<file path="src/rtl/fifo_rd_unpack.sv">
// fifo_rd_unpack: drains a 1-cycle-latency FIFO read port and unpacks each IN_WIDTH word into
// NUM_BEATS = IN_WIDTH/OUT_WIDTH beats on a valid/ready stream, least-significant slice first.
// A 2-entry word buffer hides the read latency so one beat per cycle is sustained.
//
// Optional feature macro: FIFO_RD_UNPACK_LAST_EN (transfer length, m_last and done).
//
// Ports:
//   clk, reset          clock and synchronous active-high reset
//   fifo_read_req       pop request (out), qualified by fifo_read_ready
//   fifo_read_ready     FIFO non-empty (in)
//   fifo_read_data      word returned the cycle after an accepted pop (in)
//   m_valid/m_ready     output stream handshake
//   m_data              current beat
//   start, cfg_num_words, m_last, done   only with FIFO_RD_UNPACK_LAST_EN
module fifo_rd_unpack #(
  parameter int unsigned IN_WIDTH  = 64,
  parameter int unsigned OUT_WIDTH = 16,
  parameter int unsigned LEN_WIDTH = 16
) (
  input  logic                 clk,
  input  logic                 reset,
  output logic                 fifo_read_req,
  input  logic                 fifo_read_ready,
  input  logic [IN_WIDTH-1:0]  fifo_read_data,
  output logic                 m_valid,
  input  logic                 m_ready,
  output logic [OUT_WIDTH-1:0] m_data
`ifdef FIFO_RD_UNPACK_LAST_EN
  ,
  input  logic                 start,
  input  logic [LEN_WIDTH-1:0] cfg_num_words,
  output logic                 m_last,
  output logic                 done
`endif
);

  localparam int unsigned NumBeats = IN_WIDTH / OUT_WIDTH;
  localparam int unsigned BeatW    = (NumBeats > 1) ? $clog2(NumBeats) : 1;
  localparam logic [BeatW-1:0] LastBeat = BeatW'(NumBeats - 1);

  if ((IN_WIDTH % OUT_WIDTH) != 0 || NumBeats < 1 || LEN_WIDTH < 1) begin : gen_bad_params
    $error("fifo_rd_unpack: IN_WIDTH must be a non-zero multiple of OUT_WIDTH");
  end

  logic [IN_WIDTH-1:0] buf_q [2];
  logic [IN_WIDTH-1:0] buf_d [2];
  logic                wr_ptr_q, wr_ptr_d;
  logic                rd_ptr_q, rd_ptr_d;
  logic [1:0]          occ_q, occ_d;
  logic                pend_q, pend_d;
  logic [BeatW-1:0]    beat_q, beat_d;

  logic                allowed;
  logic                handshake;
  logic                pop_now;
  logic [IN_WIDTH-1:0] head;

  assign head = buf_q[rd_ptr_q];

  always_comb begin
    m_valid   = (occ_q != 2'd0);
    handshake = m_valid && m_ready;
    pop_now   = handshake && (beat_q == LastBeat);
    // occ + pend never exceeds 2; a head pop this cycle frees a slot for the new request.
    // The m_ready -> fifo_read_req combinational path is deliberate.
    fifo_read_req = !reset && allowed && fifo_read_ready &&
                    (({1'b0, occ_q} + {2'b00, pend_q} - {2'b00, pop_now}) < 3'd2);
  end

  always_comb begin
    m_data = '0;
    for (int i = 0; i < NumBeats; i++) begin
      if (beat_q == BeatW'(i)) m_data = head[i*OUT_WIDTH +: OUT_WIDTH];
    end
  end

  always_comb begin
    buf_d    = buf_q;
    wr_ptr_d = wr_ptr_q;
    rd_ptr_d = rd_ptr_q;
    beat_d   = beat_q;
    pend_d   = fifo_read_req;  // req already includes fifo_read_ready
    occ_d    = occ_q + {1'b0, pend_q} - {1'b0, pop_now};
    // The returning word always lands in the free slot, never on the head.
    if (pend_q) begin
      buf_d[wr_ptr_q] = fifo_read_data;
      wr_ptr_d        = ~wr_ptr_q;
    end
    if (handshake) begin
      if (pop_now) begin
        beat_d   = '0;
        rd_ptr_d = ~rd_ptr_q;
      end else begin
        beat_d = beat_q + 1'b1;
      end
    end
  end

  always_ff @(posedge clk) begin
    if (reset) begin
      buf_q    <= '{default: '0};
      wr_ptr_q <= 1'b0;
      rd_ptr_q <= 1'b0;
      occ_q    <= 2'd0;
      pend_q   <= 1'b0;
      beat_q   <= '0;
    end else begin
      buf_q    <= buf_d;
      wr_ptr_q <= wr_ptr_d;
      rd_ptr_q <= rd_ptr_d;
      occ_q    <= occ_d;
      pend_q   <= pend_d;
      beat_q   <= beat_d;
    end
  end

`ifdef FIFO_RD_UNPACK_LAST_EN
  typedef enum logic [1:0] {StIdle, StRun, StDone} state_e;

  state_e               state_q, state_d;
  logic [LEN_WIDTH-1:0] count_q, count_d;
  logic [LEN_WIDTH-1:0] issued_q, issued_d;
  logic [LEN_WIDTH-1:0] remaining_q, remaining_d;  // words still to be emitted
  logic                 zero_done_q, zero_done_d;  // done pulse for a zero-length start

  always_ff @(posedge clk) begin
    if (reset) begin
      state_q     <= StIdle;
      count_q     <= '0;
      issued_q    <= '0;
      remaining_q <= '0;
      zero_done_q <= 1'b0;
    end else begin
      state_q     <= state_d;
      count_q     <= count_d;
      issued_q    <= issued_d;
      remaining_q <= remaining_d;
      zero_done_q <= zero_done_d;
    end
  end

  always_comb begin
    state_d     = state_q;
    count_d     = count_q;
    issued_d    = issued_q;
    remaining_d = remaining_q;
    zero_done_d = 1'b0;
    unique case (state_q)
      StIdle: begin
        if (start) begin
          if (cfg_num_words == '0) begin
            zero_done_d = 1'b1;
          end else begin
            count_d     = cfg_num_words;
            issued_d    = '0;
            remaining_d = cfg_num_words;
            state_d     = StRun;
          end
        end
      end
      StRun: begin
        if (fifo_read_req) issued_d = issued_q + 1'b1;
        if (pop_now) begin
          remaining_d = remaining_q - 1'b1;
          if (m_last) state_d = StDone;
        end
      end
      StDone:  state_d = StIdle;
      default: state_d = StIdle;
    endcase
  end

  always_comb begin
    allowed = (state_q == StRun) && (issued_q < count_q);
    m_last  = m_valid && (state_q == StRun) && (remaining_q == LEN_WIDTH'(1)) &&
              (beat_q == LastBeat);
    done    = (state_q == StDone) || zero_done_q;
  end
`else
  assign allowed = 1'b1;
`endif

endmodule

</file>
<file path="config.mk">
export PLATFORM = sky130hd
export DESIGN_NAME = fifo_rd_unpack
export DESIGN_NICKNAME = d
export VERILOG_FILES = /design/src/rtl/fifo_rd_unpack.sv
export SDC_FILE = /design/constraint.sdc
export NUM_CORES = 1
export LEC_CHECK = 0
export CAP_MARGIN = 20
export CORE_ASPECT_RATIO = 0.8
export CORE_MARGIN = 3
export CORE_UTILIZATION = 59
export CTS_BUF_LIST = sky130_fd_sc_hd__clkbuf_16
export DETAILED_ROUTE_END_ITERATION = 6
export GPL_ROUTABILITY_DRIVEN = 0
export PLACE_DENSITY_LB_ADDON = 0.3
export SLEW_MARGIN = 20
export SYNTH_ARGS = -nofsm -noshare
export SYNTH_HDL_FRONTEND = slang
export SYNTH_SLANG_ARGS = --single-unit
</file>
<file path="constraint.sdc">
create_clock -name clk -period 5.2 [get_ports clk]
set_clock_uncertainty 0.2 [all_clocks]
set_input_delay 0.52 -clock clk [delete_from_list [all_inputs] [get_ports clk]]
set_output_delay 0.52 -clock clk [all_outputs]
set_load 0.03 [all_outputs]
</file>
After elaboration in Yosys (flattened, before gate mapping)
Cells that the tools add are included.
{ "totals": {"register_bits": 135, "out_inout_bits": 18, "word_cells": 43} }
{ "op_classes": {"n_reduce_logical": 9, "n_mux": 11, "bitwise": 4, "eq_ne": 3, "n_lt_le_gt_ge": 4, "n_addsub": 5} }
{ "op_table": {"columns": ["op", "count"], "rows": [
  ["$mux W64", 4],
  ["$bwmux W128", 1],
  ["$demux W64 S1", 1],
  ["$mux W16", 4],
  ["$logic_and A1 B1 Y1", 5],
  ["$eq A2 B2 Y1 const B", 2],
  ["$ge A2 B2 Y1 const B", 2],
  ["$not A1 Y2", 2],
  ["$add A2 B1 Y3", 1],
  ["$lt A3 B2 Y1 const B", 1],
  ["$sub A3 B1 Y3", 1],
  ["$add A2 B1 Y2", 1],
  ["$add A2 B1 Y2 const B", 1],
  ["$eq A2 B1 Y1 const B", 1],
  ["$logic_not A2 Y1", 1],
  ["$lt A2 B1 Y1 const B", 1],
  ["$mux W2", 1],
  ["$not A1 Y1", 2],
  ["$reduce_and A2 Y1", 1],
  ["$reduce_bool A2 Y1", 1],
  ["$sub A2 B1 Y2", 1],
  ["$logic_not A1 Y1", 1]
]} }

Logic depth before layout (Yosys ltp)
Gate-level depths: netlist of the first run.
{ "logic_depth": {"depth_word": 8, "ltp_mapped": 10, "depth_no_buf": 9} }

Least setup slack after synthesis of the first run
No wires, ideal clock.
{ "synth_path": {"kind": "register to output", "start": "reg beat_q[0]", "end": "out fifo_read_req", "t_required_ns": 4.480, "slack_ns": 1.608, "arrival_time_ns": 2.872, "stages_incl_launch_ff": 11, "cell_sequence": "dfxtp_1 -> ha_1 -> buf_6 -> o211ai_1 -> inv_1 -> ha_1 -> inv_1 -> ha_1 -> fa_1 -> xnor2_1 -> nor4b_1"} }
{ "synth_between": {"elab_chain_cells": 5} }
{ "synth_lines": {"columns": ["element", "line_no", "text"], "rows": [
  ["start, declared", "51", "logic [BeatW-1:0] beat_q, beat_d;"],
  ["start signal, assigned", "113", "beat_q <= beat_d;"],
  ["$eq A2 B2 Y1", "63", "pop_now = handshake && (beat_q == LastBeat);"],
  ["$logic_and A1 B1 Y1", "63", null],
  ["$sub A3 B1 Y3", "67", "(({1'b0, occ_q} + {2'b00, pend_q} - {2'b00, pop_now}) < 3'd2);"],
  ["$lt A3 B2 Y1", "67", null],
  ["$logic_and A1 B1 Y1", "66", "fifo_read_req = !reset && allowed && fifo_read_ready &&"],
  ["end, declared", "22", "output logic fifo_read_req,"]
]} }
Every way passes these cells.

Final worst setup path of the first run
{ "layout_path": {"start": "reg beat_q[1]", "end": "out m_data[15]"} }
{ "layout_between": {"elab_chain_cells": 5} }
{ "layout_lines": {"columns": ["element", "line_no", "text"], "rows": [
  ["$logic_not A2 Y1", "73", "if (beat_q == BeatW'(i)) m_data = head[i*OUT_WIDTH +: OUT_WIDTH];"],
  ["$mux W16 (3 in series)", "73", null],
  ["$mux W16 *", "73", null],
  ["end, declared", "27", "output logic [OUT_WIDTH-1:0] m_data"]
]} }
Mark *: on every way between the ends. The rest lies on a longest branch, timed or not.

==> flow_summary.yaml, run 1 <==
outcome:
  status: "completed"
hold_path:
  min_from: "buf_q[78]"
  hold_class: "reg2reg"
  hold_depth: 2
  whs_endpoint: "buf_q[78]"
die:
  coreArea_mm2: 0.009889
  die-area_mm2: 0.01169
  fp.dieW_um: 120.2
  start_util_pct: 62.20
  pin_count: 86
  rows: 32
  die_y_um: 97.33
clock_tree:
  cts-root-buf: "clkbuf_16"
  cts_sinks: 135
  post-cts-setup-buffer-count: 0
  cts_buffers: 17
  clk_pin_slew_ns: 0.06
  cts_buffer_depth: 2
  clk_latency_ns: 0.41
  htree_levels: 4
  ctsResizeCount: 0
  ctsHoldBuffers: 0
  cts_tree: "yes"
logic_synthesis:
  synth_ff_type: "dfxtp_1"
  yosysWarnings: 0
  synth_edf_count: 0
  synthCells: 712
  syn_area_per_cell_um2: 8.639
  synth-seq-cells: 135
  synth_cell_types: 32
  synthArstFlopShare_pct: 0
  syn_nets: 787
  yosysTopAreaCell: "dfxtp_1"
  synth_common_cells: "nand2_1, dfxtp_1, a21oi_1"
  synth_top_area_share_pct: 43.94
  yosysMostFrequentCell: "nand2_1"
  syn-cell-area_mm2: 0.006151
  yosysSeqAreaShare_pct: 43.94
  ys_top_cells_by_area: "dfxtp_1, nand2_1, a21oi_1"
critical_path:
  crit_required_ns: 4.48
  path_buf_inv: 2
  slowest_stage: "nor2b_2"
  rrSetupSlack_ns: 2.84
  r2r-start: "beat_q[0]"
  worst_path_largest_cell_delay_ns: 0.89
  cp_top_family: "simple AND/OR/NAND/NOR gates"
  critPathKind: "reg2out"
  reg2reg_to: "pend_q"
  critPathMaxFanout: 17
  reg2reg_depth: 9
  startpoint_type: "register"
  worstPathArrival_ns: 3.53
  critPathCaptureType: "output pin"
  worstPathCellList: "inv_1, ha_1, nor2b_2, a221oi_1, a221oi_2, clkdlybuf4s50_1"
detailed_routing:
  vias: 5246
  first_pass_iters: 6
  wirelength_um: 16210
  drt_iter0_drc: 650
  ant_nets: 0
  wl_per_cell_um: 17.79
  drc: 0
  via_per_inst: 5.759
job:
  cap_violations: 0
final_layout:
  multi_input_area_mm2: 0.003072
  layout.nets: 838
  regArea_mm2: 0.002706
  diodes: 0
  fillCellCount: 709
  drive_gt1_share_pct: 11.74
  syn_to_final_growth_pct: 21.20
sta:
  slew_violations: 0
  period_needed_ns: 4.247
  fin_setup_tns_ns: 0
  timing.fmax_mhz: 235.5
  setup_violations: 0
  fin_crit_sh_pct: 81.67
  rsz0062_at_grt: "no"
  slew_headroom_pct: 23.07
  tightestPinTransition_ns: 1.154
  whs_ns: 0.2510
  final-hold-violation-count: 0
grt:
  gr-usage-met1_pct: 36.48
  met3_usage_pct: 6.927
  overflow: 0
  gr-usage-met2_pct: 45.68
  antenna_found_initial: 0
  grt_first_pass_wirelength_um: 25920
  grt_use_total_pct: 28.08
  grt_max_degree: 109
  grt_pass1_vias: 5052
  grt_most_used_layer: "met2"
power:
  irDropWorstVdd_v: 0.0002114
  p_leak_nw: 2.607
  powerDensity_mw_per_mm2: 352.6
place:
  dp_hpwl_um: 10030
  io_buffers: 85
==> worst register-to-register path: cells and delay by family, from the launching register on <==
kind / cells / cell delay (ns)
buf+inv: 2 / 0.12
xor+xnor: 1 / 0.15
simple gates: 1 / 0.22
flops: 1 / 0.35
compound gates: 1 / 0.14
fa+ha+maj: 4 / 1.08
==> metrics by stage <==
stage / setup WS, ns / std cells / util (%) / power [W] / cell area (um2)
6_report: 0.9532 / 911 / 75.38 / 0.002628 / 7455
5_1_grt: 0.7310 / 911 / 75.38 / 0.002707 / 7455
4_1_cts: 1.013 / 911 / 75.38 / 0.002627 / 7455
3_5_place_dp: 1.346 / 880 / 69.45 / 0.001445 / 6868
3_3_place_gp: 1.369 / 880 / 69.45 / 0.001434 / 6868
2_1_floorplan: 1.608 / 712 / - / 0.001319 / 6151
==> worst max path at each step <==
stage / end / start / cells after the start / slack [ns]
global route: m_data[15] / beat_q[1] / 6 / 0.73
CTS: m_data[15] / beat_q[1] / 6 / 1.01
floorplan: fifo_read_req / beat_q[0] / 10 / 1.61
finish: m_data[15] / beat_q[1] / 6 / 0.95
global placement: fifo_read_req / m_ready / 10 / 1.37
detailed placement: fifo_read_req / m_ready / 10 / 1.35
==> per-layer routing <==
metal	share of wire [%]	vias up
met5	0	-
met4	2.2	0
met3	6.9	32
met2	48	209
met1	42	2495
li1	-	2510
==> power by group <==
group / internal [W] / total (W) / switching (W)
clock: 0.000766 / 0.00120 / 0.000432
sequential: 0.00108 / 0.00110 / 0.0000241
combinational: 0.000138 / 0.000328 / 0.000191
total: 0.00198 / 0.00263 / 0.000647
==> layout by cell type, fill, tap and decap left out, types with 7 or more instances in the layout <==
master / Yosys / layout
nand2_1: 259 / 258
dfxtp_1: 135 / 134
a21oi_1: 130 / 130
clkdlybuf4s50_1: 0 / 84
mux2i_1: 33 / 33
a221oi_2: 31 / 31
clkbuf_16: 0 / 18
mux2_4: 14 / 14
mux2_1: 11 / 11
inv_1: 7 / 9
mux2_2: 7 / 7
buf_4: 0 / 7
==> cell families (layout without fill, tap and decap cells) <==
family	Yosys count	after routing	synth area share [%]
AND/OR/NAND/NOR	273	273	17.27
AO/OA/AOI/OAI	164	164	18.49
flip-flops	135	135	43.94
buffers and inverters	66	129	6.388
multiplexers	65	65	12.08
adder cells (fa/ha/maj)	7	7	1.546
XOR/XNOR	2	2	0.2848
==> flip-flops by register name, indices dropped and copies added, names as in the netlist <==
signal,cells
buf_q,128
beat_q,2
occ_q,2
pend_q,1
rd_ptr_q,1
wr_ptr_q,1
==> final cells by class <==
type,count,share of cell area [%]
inverters,7,0.3525
well taps,136,2.283
multi-input cells,511,41.21
clock buffers,18,6.042
flip-flops and latches,135,36.30
repair buffers,91,11.98
clock inverters,13,1.829
(Power assumes the default switching activity.)
==> inputs of run 2 (changes only) <==
--- a/config.mk
+++ b/config.mk
@@ -8,7 +8,7 @@
 export CAP_MARGIN = 20
 export CORE_ASPECT_RATIO = 0.8
 export CORE_MARGIN = 3
-export CORE_UTILIZATION = 59
+export CORE_UTILIZATION = 49
 export CTS_BUF_LIST = sky130_fd_sc_hd__clkbuf_16
 export DETAILED_ROUTE_END_ITERATION = 6
 export GPL_ROUTABILITY_DRIVEN = 0
==> constraint.sdc (replaced) <==
create_clock -name clk -period 3.55 [get_ports clk]
set_clock_uncertainty 0.2 [all_clocks]
set_input_delay 0.355 -clock clk [delete_from_list [all_inputs] [get_ports clk]]
set_output_delay 0.355 -clock clk [all_outputs]
set_load 0.03 [all_outputs]
==> run 2 against run 1 <==
The flow now finishes with violations (DRC). Power rose by 45%. Setup slack lost 0.82 ns. Sequential power is 46% higher. Clock power is 43% higher. Cell area rose by 1.3%. Worst hold slack got worse by 0.093 ns. Register-to-register slack got worse by 1.6 ns. Sequential cell count did not move. Via count down 0.23%. Critical path type unchanged.
==> flow_summary.yaml, run 2 (synthesis results as in run 1) <==
sta:
  timing.fmax_mhz: 293.0
  period_needed_ns: 3.413
  rsz0062_at_grt: "no"
  final.setup.worst_slack_ns: 0.1369
  slew_violations: 0
  fin_crit_sh_pct: 96.14
  setup_violations: 0
  tightestPinTransition_ns: 0.9312
  final-hold-violation-count: 0
  slew_headroom_pct: 37.92
  fin_setup_tns_ns: 0
final_layout:
  largest_register_ffs: 128
  top_register: "buf_q"
  diodes: 0
  drive_gt1_share_pct: 13.89
  top_regs: "buf_q x128, beat_q x2, occ_q x2"
  syn_to_final_growth_pct: 22.76
  final_util_pct: 63.63
  layout.nets: 847
  final_common_cell: "nand2_1"
  final_cell_mix: "nand2_1, dfxtp_1, a21oi_1, clkdlybuf4s50_1, mux2i_1"
  fin_area_mm2: 0.007551
clock_tree:
  cts_tree: "yes"
  clk_latency_ns: 0.42
  htree_levels: 4
  cts-root-buf: "clkbuf_16"
  post-cts-setup-buffer-count: 0
  clk_pin_slew_ns: 0.06
  cts_buffers: 17
  cts_buffer_depth: 2
  cts_sinks: 135
die:
  die_y_um: 106.2
  rows: 35
  fp.dieW_um: 131.3
  start_util_pct: 51.83
  die-area_mm2: 0.01394
  pin_count: 86
  coreArea_mm2: 0.01187
power:
  powerDensity_mw_per_mm2: 506.3
  irDropWorstVdd_v: 0.0003576
  p_leak_nw: 2.683
detailed_routing:
  vias: 5234
  first_pass_iters: 7
  wirelength_um: 16460
  wl_per_cell_um: 17.31
  ant_nets: 0
  drc: 3
  via_per_inst: 5.504
  drt_iter0_drc: 531
critical_path:
  crit_start: "beat_q[1]"
  crit_required_ns: 2.99
  critPathKind: "reg2out"
  r2r-start: "beat_q[0]"
  rrSetupSlack_ns: 1.22
  worstPathArrival_ns: 2.86
  reg2reg_depth: 9
  slowest_stage: "clkdlybuf4s50_1"
  worst_path_largest_cell_delay_ns: 0.72
  startpoint_type: "register"
  cp_top_family: "buffers and inverters"
  critPathMaxFanout: 19
  critPathCaptureType: "output pin"
  reg2reg_to: "pend_q"
  worstPathCellList: "ha_1, buf_4, or2_1, buf_4, a221oi_2, a221oi_2, clkdlybuf4s50_1"
  path_buf_inv: 3
outcome:
  status: "finished with violations"
  failed_checks: "DRC"
hold_path:
  whs_endpoint: "rd_ptr_q"
  hold_depth: 2
  min_from: "reset"
  hold_class: "in2reg"
place:
  io_buffers: 85
  dp_hpwl_um: 11020
  placedInstanceArea_mm2: 0.006968
  dp_slack_ns: 0.5075
grt:
  grt_first_pass_wirelength_um: 26870
  grt_use_total_pct: 24.18
  antenna_found_initial: 0
  grt_pass1_vias: 5092
  grt_max_degree: 94
  overflow: 0
job:
  cap_violations: 0
-- run 2: cell types whose count changed in the layout (fill, tap and decap cells not counted), sizes merged --
cell / previous run / this run
buf: 7 / 18
bufinv: 3 / 2
clkbuf: 18 / 17
clkdlybuf4s50: 84 / 80
clkinv: 6 / 5
clkinvlp: 2 / 4
dlymetal6s2s: 0 / 2
inv: 9 / 11
-- run 2: timing repair --
action / 4_1_cts / 5_1_grt
gates resized for setup: 0 / 2
hold buffers: 0 / 0
endpoints found under the setup margin: 0 / 2
-- run 2: report_power, final --
part           internal, W  switching, W
clock network      0.00103      0.000689
logic             0.000206      0.000281
registers          0.00158     0.0000348
-- run 2: worst max-delay path by stage --
stage          cells after the start  slack, ns       endpoint
5_1_grt                            7      0.001     m_data[14]
3_3_place_gp                      10       0.55  fifo_read_req
3_5_place_dp                      10       0.51  fifo_read_req
2_1_floorplan                     10       0.12  fifo_read_req
6_report                           7       0.14      m_data[2]
4_1_cts                            7       0.13     m_data[13]
-- run 2: final cells by class --
| type | count | area (um2) |
|---|---|---|
| Clock buffer | 17 | 425.4 |
| Tap cell | 166 | 207.7 |
| Timing Repair Buffer | 100 | 960.9 |
| Inverter | 7 | 26.28 |
| Fill cell | 967 | 4317 |
| Clock inverter | 15 | 152.6 |
| Sequential cell | 135 | 2706 |
| Multi-Input combinational cell | 511 | 3072 |
-- run 2: stage by stage --
| stage | std cells | hold slack, ns | power [W] |
|---|---|---|---|
| global route | 951 | 0.1753 | 0.003951 |
| finish | 951 | 0.1578 | 0.003823 |
| CTS | 951 | 0.1430 | 0.003838 |
| global placement | 919 | 0.2401 | 0.002112 |
| floorplan | 712 | 0.2322 | 0.001932 |
| detailed placement | 919 | 0.2444 | 0.002127 |
-- run 2: layer usage --
layer | track usage (%) | vias up | share of wire (%)
met1 | 32.08 | 2499 | 44
met5 | 0 | - | 0
met3 | 6.149 | 22 | 7.0
met4 | 6.897 | 0 | 1.7
li1 | - | 2521 | -
met2 | 39.35 | 192 | 47
==> inputs of run 3 (changes only) <==
--- a/config.mk
+++ b/config.mk
@@ -5,14 +5,14 @@
 export SDC_FILE = /design/constraint.sdc
 export NUM_CORES = 1
 export LEC_CHECK = 0
-export CAP_MARGIN = 20
+export CAP_MARGIN = 30
 export CORE_ASPECT_RATIO = 0.8
 export CORE_MARGIN = 3
 export CORE_UTILIZATION = 49
 export CTS_BUF_LIST = sky130_fd_sc_hd__clkbuf_16
 export DETAILED_ROUTE_END_ITERATION = 6
 export GPL_ROUTABILITY_DRIVEN = 0
-export PLACE_DENSITY_LB_ADDON = 0.3
+export PLACE_DENSITY = 0.76
 export SLEW_MARGIN = 20
 export SYNTH_ARGS = -nofsm -noshare
 export SYNTH_HDL_FRONTEND = slang
==> run 3 against run 2 <==
The flow now finishes without violations. Die area stayed put. Final cell count is 0.32% lower. Critical path depth is 3 higher. Sequential cell count stayed put. Sequential power hardly changed. Via count hardly changed. Non-clock buffer count is 2 lower. Critical path type unchanged.
==> flow_summary.yaml, run 3 (synthesis results as in run 1) <==
outcome:
  status: "completed"
critical_path:
  r2r-start: "beat_q[0]"
  startpoint_type: "register"
  critPathCaptureType: "output pin"
  worstPathArrival_ns: 2.78
  worst_path_largest_cell_delay_ns: 0.38
  cp_top_family: "adder cells"
  critPathMaxFanout: 7
  worstPathCellList: "ha_4, o211ai_1, inv_1, ha_1, inv_1, ha_1, fa_1, xnor2_1, nor4b_1, buf_4"
  path_buf_inv: 3
  critPathKind: "reg2out"
  slowest_stage: "fa_1"
  rrSetupSlack_ns: 1.18
  reg2reg_depth: 9
  crit_required_ns: 2.99
  reg2reg_to: "pend_q"
power:
  seqPwrFrac_pct: 40.8
  p_total_w: 0.003957
  irDropWorstVdd_v: 0.0003485
  p_int_w: 0.002936
  p_clk_share_pct: 46.8
  p_comb_share_pct: 12.4
  powerDensity_mw_per_mm2: 520.7
  swShare_pct: 25.80
  p_sw_w: 0.001021
  p_leak_nw: 2.658
detailed_routing:
  ant_nets: 0
  drt_iter0_drc: 423
  wl_per_cell_um: 17.64
  first_pass_iters: 5
  drc: 0
  vias: 5236
  wirelength_um: 16720
  via_per_inst: 5.523
grt:
  grt_max_degree: 78
  grt_first_pass_wirelength_um: 26040
  grt_use_total_pct: 23.57
  grt_pass1_vias: 5025
  overflow: 0
  antenna_found_initial: 0
clock_tree:
  ctsHoldBuffers: 0
  post-cts-setup-buffer-count: 0
  htree_levels: 4
  cts_buffers: 17
  clk_latency_ns: 0.42
  cts_buffer_depth: 2
  ctsResizeCount: 0
  clk_pin_slew_ns: 0.06
  cts-root-buf: "clkbuf_16"
  cts_sinks: 135
  cts_tree: "yes"
hold_path:
  hold_class: "reg2reg"
  whs_endpoint: "buf_q[60]"
  hold_depth: 2
  min_from: "buf_q[60]"
job:
  cap_violations: 0
final_layout:
  syn_to_final_growth_pct: 23.54
  layout.nets: 845
  final_common_cell: "nand2_1"
  top_register: "buf_q"
  drive_gt1_share_pct: 13.81
  final_cell_mix: "nand2_1, dfxtp_1, a21oi_1, clkdlybuf4s50_1, mux2i_1"
  largest_register_ffs: 128
  final_util_pct: 64.03
  diodes: 0
  top_regs: "buf_q x128, beat_q x2, occ_q x2"
sta:
  final.setup.worst_slack_ns: 0.2153
  tightestPinTransition_ns: 0.8047
  final-hold-violation-count: 0
  slew_violations: 0
  fin_crit_sh_pct: 93.93
  period_needed_ns: 3.335
  setup_violations: 0
  fin_setup_tns_ns: 0
  slew_headroom_pct: 46.35
  rsz0062_at_grt: "no"
  timing.fmax_mhz: 299.9
place:
  dp_hpwl_um: 10890
  io_buffers: 85
  dp_slack_ns: 0.4064
die:
  rows: 35
  die_y_um: 106.2
  coreArea_mm2: 0.01187
  pin_count: 86
  fp.dieW_um: 131.3
  die-area_mm2: 0.01394
  start_util_pct: 51.83
-- run 3: power by group through the flow --
stage | logic [W] | clock network, W | registers, W
floorplan | 0.000296 | 0 | 0.00164
global route | 0.000523 | 0.00193 | 0.00162
finish | 0.000491 | 0.00185 | 0.00162
global placement | 0.000471 | 0 | 0.00164
detailed placement | 0.000483 | 0 | 0.00165
CTS | 0.000487 | 0.00185 | 0.00161
-- run 3: cell type report --
type | count | area (um2)
Tap cell | 166 | 207.7
Clock inverter | 13 | 170.2
Fill cell | 988 | 4269
Clock buffer | 18 | 450.4
Sequential cell | 135 | 2706
Inverter | 7 | 26.28
Multi-Input combinational cell | 511 | 3084
Timing Repair Buffer | 98 | 953.4
-- run 3: routing by layer --
metal / up-vias / track usage (%) / wire [um]
li1: 2506 / - / -
met1: 2515 / 31.16 / 7509
met2: 184 / 38.17 / 7877
met3: 31 / 5.582 / 976
met4: 0 / 8.096 / 357
met5: - / 0 / 0
-- run 3: worst max-delay path by stage --
stage | start | to | slack, ns | cells past startpoint
after global placement | m_ready | fifo_read_req | 0.55 | 10
final | beat_q[0] | fifo_read_req | 0.22 | 10
after global routing | beat_q[0] | fifo_read_req | 0.05 | 9
after detailed placement | m_ready | fifo_read_req | 0.41 | 10
after CTS | beat_q[0] | fifo_read_req | 0.03 | 9
after floorplan | beat_q[0] | fifo_read_req | 0.12 | 10
-- run 3: metrics by stage --
stage               hold WS, ns  area (um2)  instances
CTS                      0.2536        7586        948
global placement         0.2393        6965        917
detailed placement       0.2456        6965        917
global route             0.2711        7599        948
floorplan                0.2322        6151        712
finish                   0.2535        7599        948
-- run 3: worst min-delay path, delay by kind of cell, from the launching register on --
family / cells / cell delay [ns]
AOI/OAI and AO/OA: 1 / 0.05
and+or+nand+nor: 1 / 0.05
DFF: 1 / 0.31
